**config.mk**
```make
export PLATFORM = sky130hd
export DESIGN_NAME = vfu_reduce_acc
export DESIGN_NICKNAME = d
export VERILOG_FILES = /design/src/rtl/vfu_reduce_acc.sv
export SDC_FILE = /design/constraint.sdc
export NUM_CORES = 1
export LEC_CHECK = 0
export BUFFER_PORTS_ARGS = -buffer_cell sky130_fd_sc_hd__clkbuf_2
export CORE_MARGIN = 2
export CORE_UTILIZATION = 35
export DETAILED_ROUTE_END_ITERATION = 16
export GPL_TIMING_DRIVEN = 1
export PLACE_DENSITY = 0.63
export SYNTH_ARGS = -nofsm -noshare
export SYNTH_HDL_FRONTEND = slang
export SYNTH_SLANG_ARGS = --single-unit
```
**constraint.sdc**
```tcl
create_clock -name clk -period 3.9 [get_ports clk]
set_input_delay 0.78 -clock clk [delete_from_list [all_inputs] [get_ports clk]]
set_output_delay 0.78 -clock clk [all_outputs]
set_load 0.02 [all_outputs]
```
**src/rtl/vfu_reduce_acc.sv**
```systemverilog
// vfu_reduce_acc
//   Sums every lane of the packed VFU result word over a programmed number of
//   beats and returns one wide signed total per pass. The LayerNorm controller
//   uses it for the mean (sum of x) and, in multiply mode, the variance term
//   (sum of x*x).
//
//   Pipeline: stage 1 registers the sign-extended lane-adder-tree sum of an
//   accepted beat; stage 2 folds it into the accumulator. A three-state pass
//   FSM (IDLE -> ACC -> FLUSH) sequences the pass. FLUSH adds the still
//   in-flight stage-1 value and publishes the total.
//
// Ports
//   clk        clock, all state updates on the rising edge
//   rst        synchronous active-high reset, priority over all inputs
//   start      begin a pass (sampled only in IDLE)
//   len        beats in the pass, sampled with start (0 allowed)
//   in_valid   in_data carries a beat this cycle (honoured only in ACC)
//   in_data    packed lanes, lane i at bits [i*WIDTH +: WIDTH]
//   busy       high whenever the FSM is not in IDLE
//   out_valid  one-cycle pulse when out_sum holds a new total
//   out_sum    signed total of the last completed pass, held until the next

module vfu_reduce_acc #(
    parameter int unsigned WIDTH = 16,
    parameter int unsigned N     = 4,
    parameter int unsigned LEN_W = 8,
    parameter int unsigned ACC_W = 32
) (
    input  logic                 clk,
    input  logic                 rst,
    input  logic                 start,
    input  logic [LEN_W-1:0]     len,
    input  logic                 in_valid,
    input  logic [N*WIDTH-1:0]   in_data,
    output logic                 busy,
    output logic                 out_valid,
    output logic [ACC_W-1:0]     out_sum
);

    // Lane-sum width: one extra bit per doubling of the lane count.
    localparam int unsigned LS_W  = WIDTH + $clog2(N);
    localparam int unsigned EXT_W = ACC_W - LS_W;

    typedef enum logic [1:0] {
        IDLE  = 2'd0,
        ACC   = 2'd1,
        FLUSH = 2'd2
    } state_t;

    state_t                  state;
    state_t                  state_nxt;

    logic [LEN_W-1:0]        remaining;
    logic [ACC_W-1:0]        acc;
    logic signed [LS_W-1:0]  lane_sum;
    logic                    s1_vld;

    logic signed [LS_W-1:0]  lane_sum_c;
    logic [ACC_W-1:0]        lane_sum_ext_c;
    logic                    beat_c;
    logic                    start_c;
    logic                    last_beat_c;

    // Qualified events: beats count only in ACC, start only in IDLE.
    assign beat_c      = (state == ACC) && in_valid;
    assign start_c     = (state == IDLE) && start;
    assign last_beat_c = beat_c && (remaining == LEN_W'(1));

    // Stage-1 value sign-extended to accumulator width.
    assign lane_sum_ext_c = {{EXT_W{lane_sum[LS_W-1]}}, lane_sum};

    // Lane adder tree: each lane is sign-extended before summing so the
    // LS_W-bit result cannot wrap.
    always_comb begin
        logic signed [WIDTH-1:0] lane;
        lane       = '0;
        lane_sum_c = '0;
        for (int unsigned i = 0; i < N; i++) begin
            lane       = in_data[i*WIDTH +: WIDTH];
            lane_sum_c = lane_sum_c + LS_W'(lane);
        end
    end

    // Next-state logic.
    always_comb begin
        state_nxt = state;
        unique case (state)
            IDLE: begin
                if (start_c) begin
                    state_nxt = (len != '0) ? ACC : FLUSH;
                end
            end
            ACC: begin
                if (last_beat_c) begin
                    state_nxt = FLUSH;
                end
            end
            FLUSH: begin
                state_nxt = IDLE;
            end
            default: begin
                state_nxt = IDLE;
            end
        endcase
    end

    // State register; busy is registered from the next state so it tracks
    // "FSM not in IDLE" without a combinational output path.
    always_ff @(posedge clk) begin
        if (rst) begin
            state <= IDLE;
            busy  <= 1'b0;
        end else begin
            state <= state_nxt;
            busy  <= (state_nxt != IDLE);
        end
    end

    // Stage 1: capture the lane sum of each accepted beat.
    always_ff @(posedge clk) begin
        if (rst) begin
            lane_sum <= '0;
            s1_vld   <= 1'b0;
        end else begin
            s1_vld <= beat_c;
            if (beat_c) begin
                lane_sum <= lane_sum_c;
            end
        end
    end

    // Beat counter: loaded on start, decremented per accepted beat.
    always_ff @(posedge clk) begin
        if (rst) begin
            remaining <= '0;
        end else if (start_c) begin
            remaining <= len;
        end else if (beat_c) begin
            remaining <= remaining - LEN_W'(1);
        end
    end

    // Stage 2: accumulator and result publication. The final beat's stage-1
    // value is still in flight during FLUSH, so it is added directly into
    // out_sum rather than through acc.
    always_ff @(posedge clk) begin
        if (rst) begin
            acc       <= '0;
            out_sum   <= '0;
            out_valid <= 1'b0;
        end else begin
            out_valid <= 1'b0;
            unique case (state)
                IDLE: begin
                    if (start_c) begin
                        acc <= '0;
                    end
                end
                ACC: begin
                    if (s1_vld) begin
                        acc <= acc + lane_sum_ext_c;
                    end
                end
                FLUSH: begin
                    out_sum   <= acc + (s1_vld ? lane_sum_ext_c : '0);
                    out_valid <= 1'b1;
                end
                default: begin
                    acc <= acc;
                end
            endcase
        end
    end

endmodule

```
==> impl_metrics.env, run 1 <==
export IMPL_dr_pass1_iters=5
export IMPL_slew_headroom_pct=18.4
export IMPL_yosys_warnings=0
export IMPL_core_mm2=0.0236
export IMPL_synthMuxAreaShare_pct=0.711
export IMPL_synth_compound_area_share_pct=25.0
export IMPL_skew_ns=0.0143
export IMPL_start_kind="primary input"
export IMPL_slew_violations=0
export IMPL_nets=1381
export IMPL_finalNonFillerCells=1513
export IMPL_ys_seq_area_share_pct=22.5
export IMPL_criticalPathCategory="in2reg"
export IMPL_synthCells=1085
export IMPL_irDropWorstVdd_mv=0.204
export IMPL_vias=7828
export IMPL_die_area_mm2=0.0254
export IMPL_p_comb_share_pct=35.6
export IMPL_die_w_um=159
export IMPL_finalCritPeriodShare_pct=95.1
export IMPL_fin_area_mm2=0.00976
export IMPL_cp_slowest_stage_delay_ns=0.56
export IMPL_dpl_cell_area_mm2=0.00946
export IMPL_cts_sinks=95
export IMPL_wl_mm=21.0
export IMPL_power_per_cell_area_mw_per_mm2=307
export IMPL_ant_nets=0
export IMPL_swShare_pct=35.3
export IMPL_ys_ff_latch=95
export IMPL_cp_max_fo=2
export IMPL_htree_levels=3
export IMPL_tns_ns=0
export IMPL_dpl_hpwl_mm=16.8
export IMPL_worstPathRequired_ns=4.11
export IMPL_synth_top_family_by_area="compound AO/OA/AOI/OAI gates"
export IMPL_synthSimpleGateAreaFrac_pct=18.9
export IMPL_grt_use_met3_pct=3.10
export IMPL_setup_viol_count_final=0
export IMPL_start_util_pct=35.8
export IMPL_leakagePower_uw=0.00471
export IMPL_grt_pass1_vias=7696
export IMPL_root_buffer="clkbuf_16"
export IMPL_finalPower_uw=3000
export IMPL_grt_pass1_wl_mm=36.1
export IMPL_drtIter0Drc=451
export IMPL_synth_flop_cell="dfxtp_1"
export IMPL_avgRoutedWirePerCell_um=13.9
export IMPL_netlist_area_mm2=0.00845
export IMPL_grt_overflow=0
export IMPL_cts_buffers=9
export IMPL_syn2layout_area_growth_pct=15.5
export IMPL_synthArstFlopShare_pct=0
export IMPL_hold_viol=0
export IMPL_worstHoldPathType="reg2reg"
export IMPL_cts_buffer_depth=2
export IMPL_synth_nets=1277
export IMPL_n_antenna_cell=0
export IMPL_drcViolationCount=0
export IMPL_tightest_slew_ns=1.22
export IMPL_io_buffer_count=109
export IMPL_cp_end_kind="flop"
export IMPL_rsz0062_at_grt="false"
export IMPL_cts_tree="yes"
export IMPL_setup_ws_ns=0.190
export IMPL_grt_max_degree=78
export IMPL_pre_cts_ws_ns=-0.218
export IMPL_io_pins=110
export IMPL_synth_xor_area_share_pct=5.91
export IMPL_use_met2_pct=30.0
export IMPL_cts_clk_slew_worst_paths_ns=0.07
export IMPL_final_layout_size_suffix_gt1_share_pct=14.3
export IMPL_vias_per_cell=5.17
export IMPL_synthAdderAreaFrac_pct=20.3
export IMPL_syn_avg_cell_area_um2=7.79
export IMPL_status="completed"
export IMPL_p_int_uw=1940
export IMPL_clk_latency_ns=0.37
export IMPL_period_minus_slack_ns=3.71
export IMPL_cts_hold_buffers_added=0
export IMPL_rows=56
export IMPL_cts_resized=0
export IMPL_slowest_stage="fa_1"
export IMPL_post_cts_buffers=0
export IMPL_grt_busiest_layer="met2"
export IMPL_cp_data_arrival_time_ns=3.92
export IMPL_grt_use_met1_pct=21.2
export IMPL_yosysUniqueCellTypes=63
export IMPL_die_h_um=159
export IMPL_dp_cells=1497
export IMPL_p_switching_uw=1060
export IMPL_routabilityCongestion=0.884
export IMPL_critical_path_cell_chain="clkbuf_2 -> fa_1 -> fa_1 -> ha_2 -> fa_2 -> a21o_1 -> a31oi_4 -> a211oi_2 -> o31ai_2 -> o21bai_1 -> a21o_1 -> a21oi_2 -> mux2i_1 -> a31oi_1"
export IMPL_power_frac_seq_pct=34.8
export IMPL_synth_edf_count=0
export IMPL_clkPwrFrac_pct=29.6
export IMPL_maxCapViolCount=0
export IMPL_grt_usage_pct=16.9
export IMPL_max_freq_ghz=0.270
export IMPL_antenna_found_initial=0
==> layout by cell type (no fill, tap or decap), drive strengths merged, types with 24 or more instances in the layout <==
cell    instances
a21o           41
a21oi         108
and2           26
buf            25
clkbuf        118
dfxtp          95
fa             35
ha             81
inv           114
nand2         118
nand3          28
nor2           74
o21ai          55
xnor2          33
xor2           24
==> through the flow <==
step                hold WS [ns]  utilization, %
floorplan                  0.444               -
global placement           0.442            40.1
detailed placement         0.446            40.1
CTS                        0.455            41.3
global route               0.473            41.3
finish                     0.451            41.3
==> worst max-delay path: cells and delay by family <==
family                   cells  cell delay [ns]
buffers and inverters        1             0.09
adder cells (fa/ha/maj)      4             1.53
AO/OA/AOI/OAI                8             1.32
multiplexers                 1             0.19
==> cell type report <==
| class | count | area [um2] |
|---|---|---|
| inverters | 110 | 413 |
| fillers | 2438 | 13800 |
| multi-input cells | 839 | 6020 |
| well taps | 319 | 399 |
| flip-flops and latches | 95 | 1900 |
| clock inverters | 7 | 73.8 |
| repair buffers | 134 | 733 |
| clock buffers | 9 | 225 |
==> cells by family (layout without fill, tap and decap cells) <==
group           after synthesis  count (layout)
mux                           6               6
compound gates              323             323
fa+ha+maj                   116             116
flops                        95              95
xor+xnor                     57              57
buf+inv                     151             260
simple gates                337             337
==> registers in the layout (all words and copies together), names as in the netlist <==
signal	count
busy	1
acc	32
out_valid	1
remaining	8
out_sum	32
s1_vld	1
lane_sum	18
state	2
==> Yosys cell counts, types with 5 or more instances <==
library cell	n	area (um2)
a211oi_1	13	97.6
a21o_1	41	308
a21oi_1	108	541
a221oi_1	5	43.8
a22oi_1	13	97.6
a31oi_1	13	81.3
and2_1	26	163
and3_1	11	68.8
clkbuf_1	36	135
dfxtp_1	95	1900
fa_1	35	701
ha_1	81	1010
inv_1	110	413
mux2i_1	6	60.1
nand2_1	118	443
nand2b_1	12	75.1
nand3_1	28	140
nand4_1	13	81.3
nor2_1	73	274
nor2b_1	7	43.8
nor3_1	20	100
o21a_1	14	105
o21ai_0	51	255
o21bai_1	10	75.1
o31ai_1	10	75.1
or3_1	9	56.3
xnor2_1	33	289
xor2_1	24	210
==> power groups by stage <==
stage	Clock [uW]	Sequential, uW	Combinational [uW]
2_1_floorplan	0	1050	758
3_3_place_gp	0	1070	1060
3_5_place_dp	0	1070	1060
4_1_cts	912	1040	1070
5_1_grt	948	1050	1210
6_report	887	1040	1070
==> final timing paths <==
kind	startpoint	end	slack [ns]	cells after the start
setup / recovery	in_data[1]	lane_sum[17]	0.19	14
hold / removal	out_sum[2]	out_sum[2]	0.45	2
setup reg to reg	s1_vld	out_sum[30]	0.61	13
hold reg to reg	out_sum[2]	out_sum[2]	0.45	2
==> metal layers <==
metal / vias up / part of all wire [%]
li1: 4028 / -
met1: 3631 / 47
met2: 144 / 48
met3: 25 / 3.6
met4: 0 / 1.4
met5: - / 0
(Power assumes the default switching activity.)
==> run 2, diff against run 1 <==
--- a/config.mk
+++ b/config.mk
@@ -7,10 +7,10 @@
 export LEC_CHECK = 0
 export BUFFER_PORTS_ARGS = -buffer_cell sky130_fd_sc_hd__clkbuf_2
 export CORE_MARGIN = 2
-export CORE_UTILIZATION = 35
+export CORE_UTILIZATION = 50
 export DETAILED_ROUTE_END_ITERATION = 16
 export GPL_TIMING_DRIVEN = 1
-export PLACE_DENSITY = 0.63
+export PLACE_DENSITY = 0.81
 export SYNTH_ARGS = -nofsm -noshare
 export SYNTH_HDL_FRONTEND = slang
 export SYNTH_SLANG_ARGS = --single-unit
==> impl_metrics.env, run 2 (synthesis results as in run 1) <==
export IMPL_rsz0062_at_grt="false"
export IMPL_final_common_cell="nand2_1"
export IMPL_cts_hold_buffers_added=0
export IMPL_die_area_mm2=0.0180
export IMPL_grt_pass1_vias=7410
export IMPL_slew_violations=0
export IMPL_maxCapViolCount=0
export IMPL_pre_cts_ws_ns=-0.241
export IMPL_cp_data_arrival_time_ns=4.00
export IMPL_dpl_cell_area_mm2=0.00931
export IMPL_cts_sinks=95
export IMPL_avgRoutedWirePerCell_um=14.7
export IMPL_cts_buffers=9
export IMPL_tightest_slew_ns=1.22
export IMPL_skew_ns=0.0108
export IMPL_startpoint="in_data[1]"
export IMPL_largest_registers="acc: 32 flops, out_sum: 32 flops, lane_sum: 18 flops"
export IMPL_die_h_um=134
export IMPL_finalCritPeriodShare_pct=97.5
export IMPL_final_layout_size_suffix_gt1_share_pct=14.2
export IMPL_whs_ns=0.453
export IMPL_die_w_um=134
export IMPL_antenna_found_initial=0
export IMPL_dpl_hpwl_mm=16.2
export IMPL_worstRegToRegCells=13
export IMPL_rows=47
export IMPL_start_util_pct=51.1
export IMPL_n_antenna_cell=0
export IMPL_cp_end_kind="flop"
export IMPL_syn2layout_area_growth_pct=14.0
export IMPL_worstHoldPathType="reg2reg"
export IMPL_dr_pass1_iters=5
export IMPL_start_kind="primary input"
export IMPL_clkPwrFrac_pct=28.9
export IMPL_fin_area_mm2=0.00963
export IMPL_status="completed"
export IMPL_grt_pass1_wl_mm=34.8
export IMPL_root_buffer="clkbuf_16"
export IMPL_drtIter0Drc=618
export IMPL_crit_path_end="lane_sum[17]"
export IMPL_setup_ws_ns=0.0958
export IMPL_irDropWorstVdd_mv=0.217
export IMPL_max_freq_ghz=0.263
export IMPL_grt_usage_pct=23.1
export IMPL_p_int_uw=1950
export IMPL_ff2ff_setup_slack_ns=0.32
export IMPL_period_minus_slack_ns=3.80
export IMPL_ant_nets=0
export IMPL_vias_per_cell=5.61
export IMPL_wl_mm=20.8
export IMPL_r2r_end="out_sum[30]"
export IMPL_p_comb_share_pct=36.5
export IMPL_cts_buffer_depth=2
export IMPL_drcViolationCount=0
export IMPL_fill_cells=1461
export IMPL_io_buffer_count=109
export IMPL_hp_start="out_sum[23]"
export IMPL_io_pins=110
export IMPL_routabilityCongestion=0.954
export IMPL_final_cell_mix="118 x nand2_1, 110 x inv_1, 108 x clkbuf_2, 107 x a21oi_1, 95 x dfxtp_1"
export IMPL_grt_overflow=0
export IMPL_vias=7923
export IMPL_leakagePower_uw=0.00470
export IMPL_p_switching_uw=1070
export IMPL_rr_startpoint="s1_vld"
export IMPL_power_frac_seq_pct=34.6
export IMPL_power_per_cell_area_mw_per_mm2=313
export IMPL_setup_viol_count_final=0
export IMPL_grt_max_degree=78
export IMPL_slowest_stage="fa_1"
export IMPL_criticalPathCategory="in2reg"
export IMPL_htree_levels=3
export IMPL_swShare_pct=35.4
export IMPL_worstPathRequired_ns=4.10
export IMPL_hold_viol=0
export IMPL_cts_clk_slew_worst_paths_ns=0.07
export IMPL_core_mm2=0.0165
export IMPL_cp_max_fo=2
export IMPL_critical_path_cell_chain="buf_6 -> fa_1 -> fa_1 -> ha_2 -> fa_2 -> a21o_1 -> a31oi_4 -> a211oi_4 -> o31ai_2 -> o21bai_1 -> a21o_1 -> a21oi_2 -> mux2i_1 -> a31oi_1"
export IMPL_cp_slowest_stage_delay_ns=0.56
export IMPL_nets=1380
export IMPL_slew_headroom_pct=18.5
export IMPL_cts_tree="yes"
export IMPL_tns_ns=0
export IMPL_clk_latency_ns=0.35
[run 2: cell type report]
cell class              instances  area, um2  share of cell area (%)
repair buffers                133        732                    7.60
flip-flops and latches         95       1900                    19.7
clock inverters                 7       61.3                   0.636
clock buffers                   9        225                    2.34
well taps                     220        275                    2.86
multi-input cells             839       6020                    62.5
inverters                     110        413                    4.29
[run 2: power by group through the flow]
stage          clock network (uW)  registers [uW]  logic [uW]
6_report                      870            1040        1100
5_1_grt                       918            1050        1230
4_1_cts                       882            1040        1070
3_5_place_dp                    0            1070        1060
3_3_place_gp                    0            1060        1030
2_1_floorplan                   0            1050         758
[run 2: repair_timing]
action / 4_1_cts / 5_1_grt
setup endpoints to repair: 0 / 2
setup buffers: 0 / 2
endpoints found under the hold margin: 0 / 0
gates resized for setup: 0 / 6
[run 2: critical path: cells and delay by family]
family / cells / cell delay (ns)
adder cells (fa/ha/maj): 4 / 1.54
multiplexers: 1 / 0.20
buffers and inverters: 1 / 0.09
AO/OA/AOI/OAI: 8 / 1.39
[run 2: how the worst min path moves through the flow]
stage              endpoint  slack [ns]  cells past startpoint
6_report        out_sum[23]        0.45                      2
4_1_cts         out_sum[23]        0.45                      2
3_5_place_dp    out_sum[23]        0.45                      2
5_1_grt          out_sum[0]        0.47                      2
3_3_place_gp    out_sum[23]        0.44                      2
2_1_floorplan  lane_sum[11]        0.44                      2
[run 2: metal layers]
metal  vias to the layer above  part of all wire, %  GRT usage (%)
met1                      3603                   47           32.3
met3                        22                  5.4           2.38
met4                         0                  1.5           5.67
met5                         -                    0              0
met2                       269                   46           38.6
li1                       4029                    -              -
[run 2: metrics by stage]
step / utilization, % / std cells / total power, uW
floorplan: - / 1085 / 1810
global placement: 56.4 / 1395 / 2090
detailed placement: 56.4 / 1395 / 2130
CTS: 58.1 / 1411 / 2990
global route: 58.3 / 1413 / 3190
finish: 58.3 / 1413 / 3010
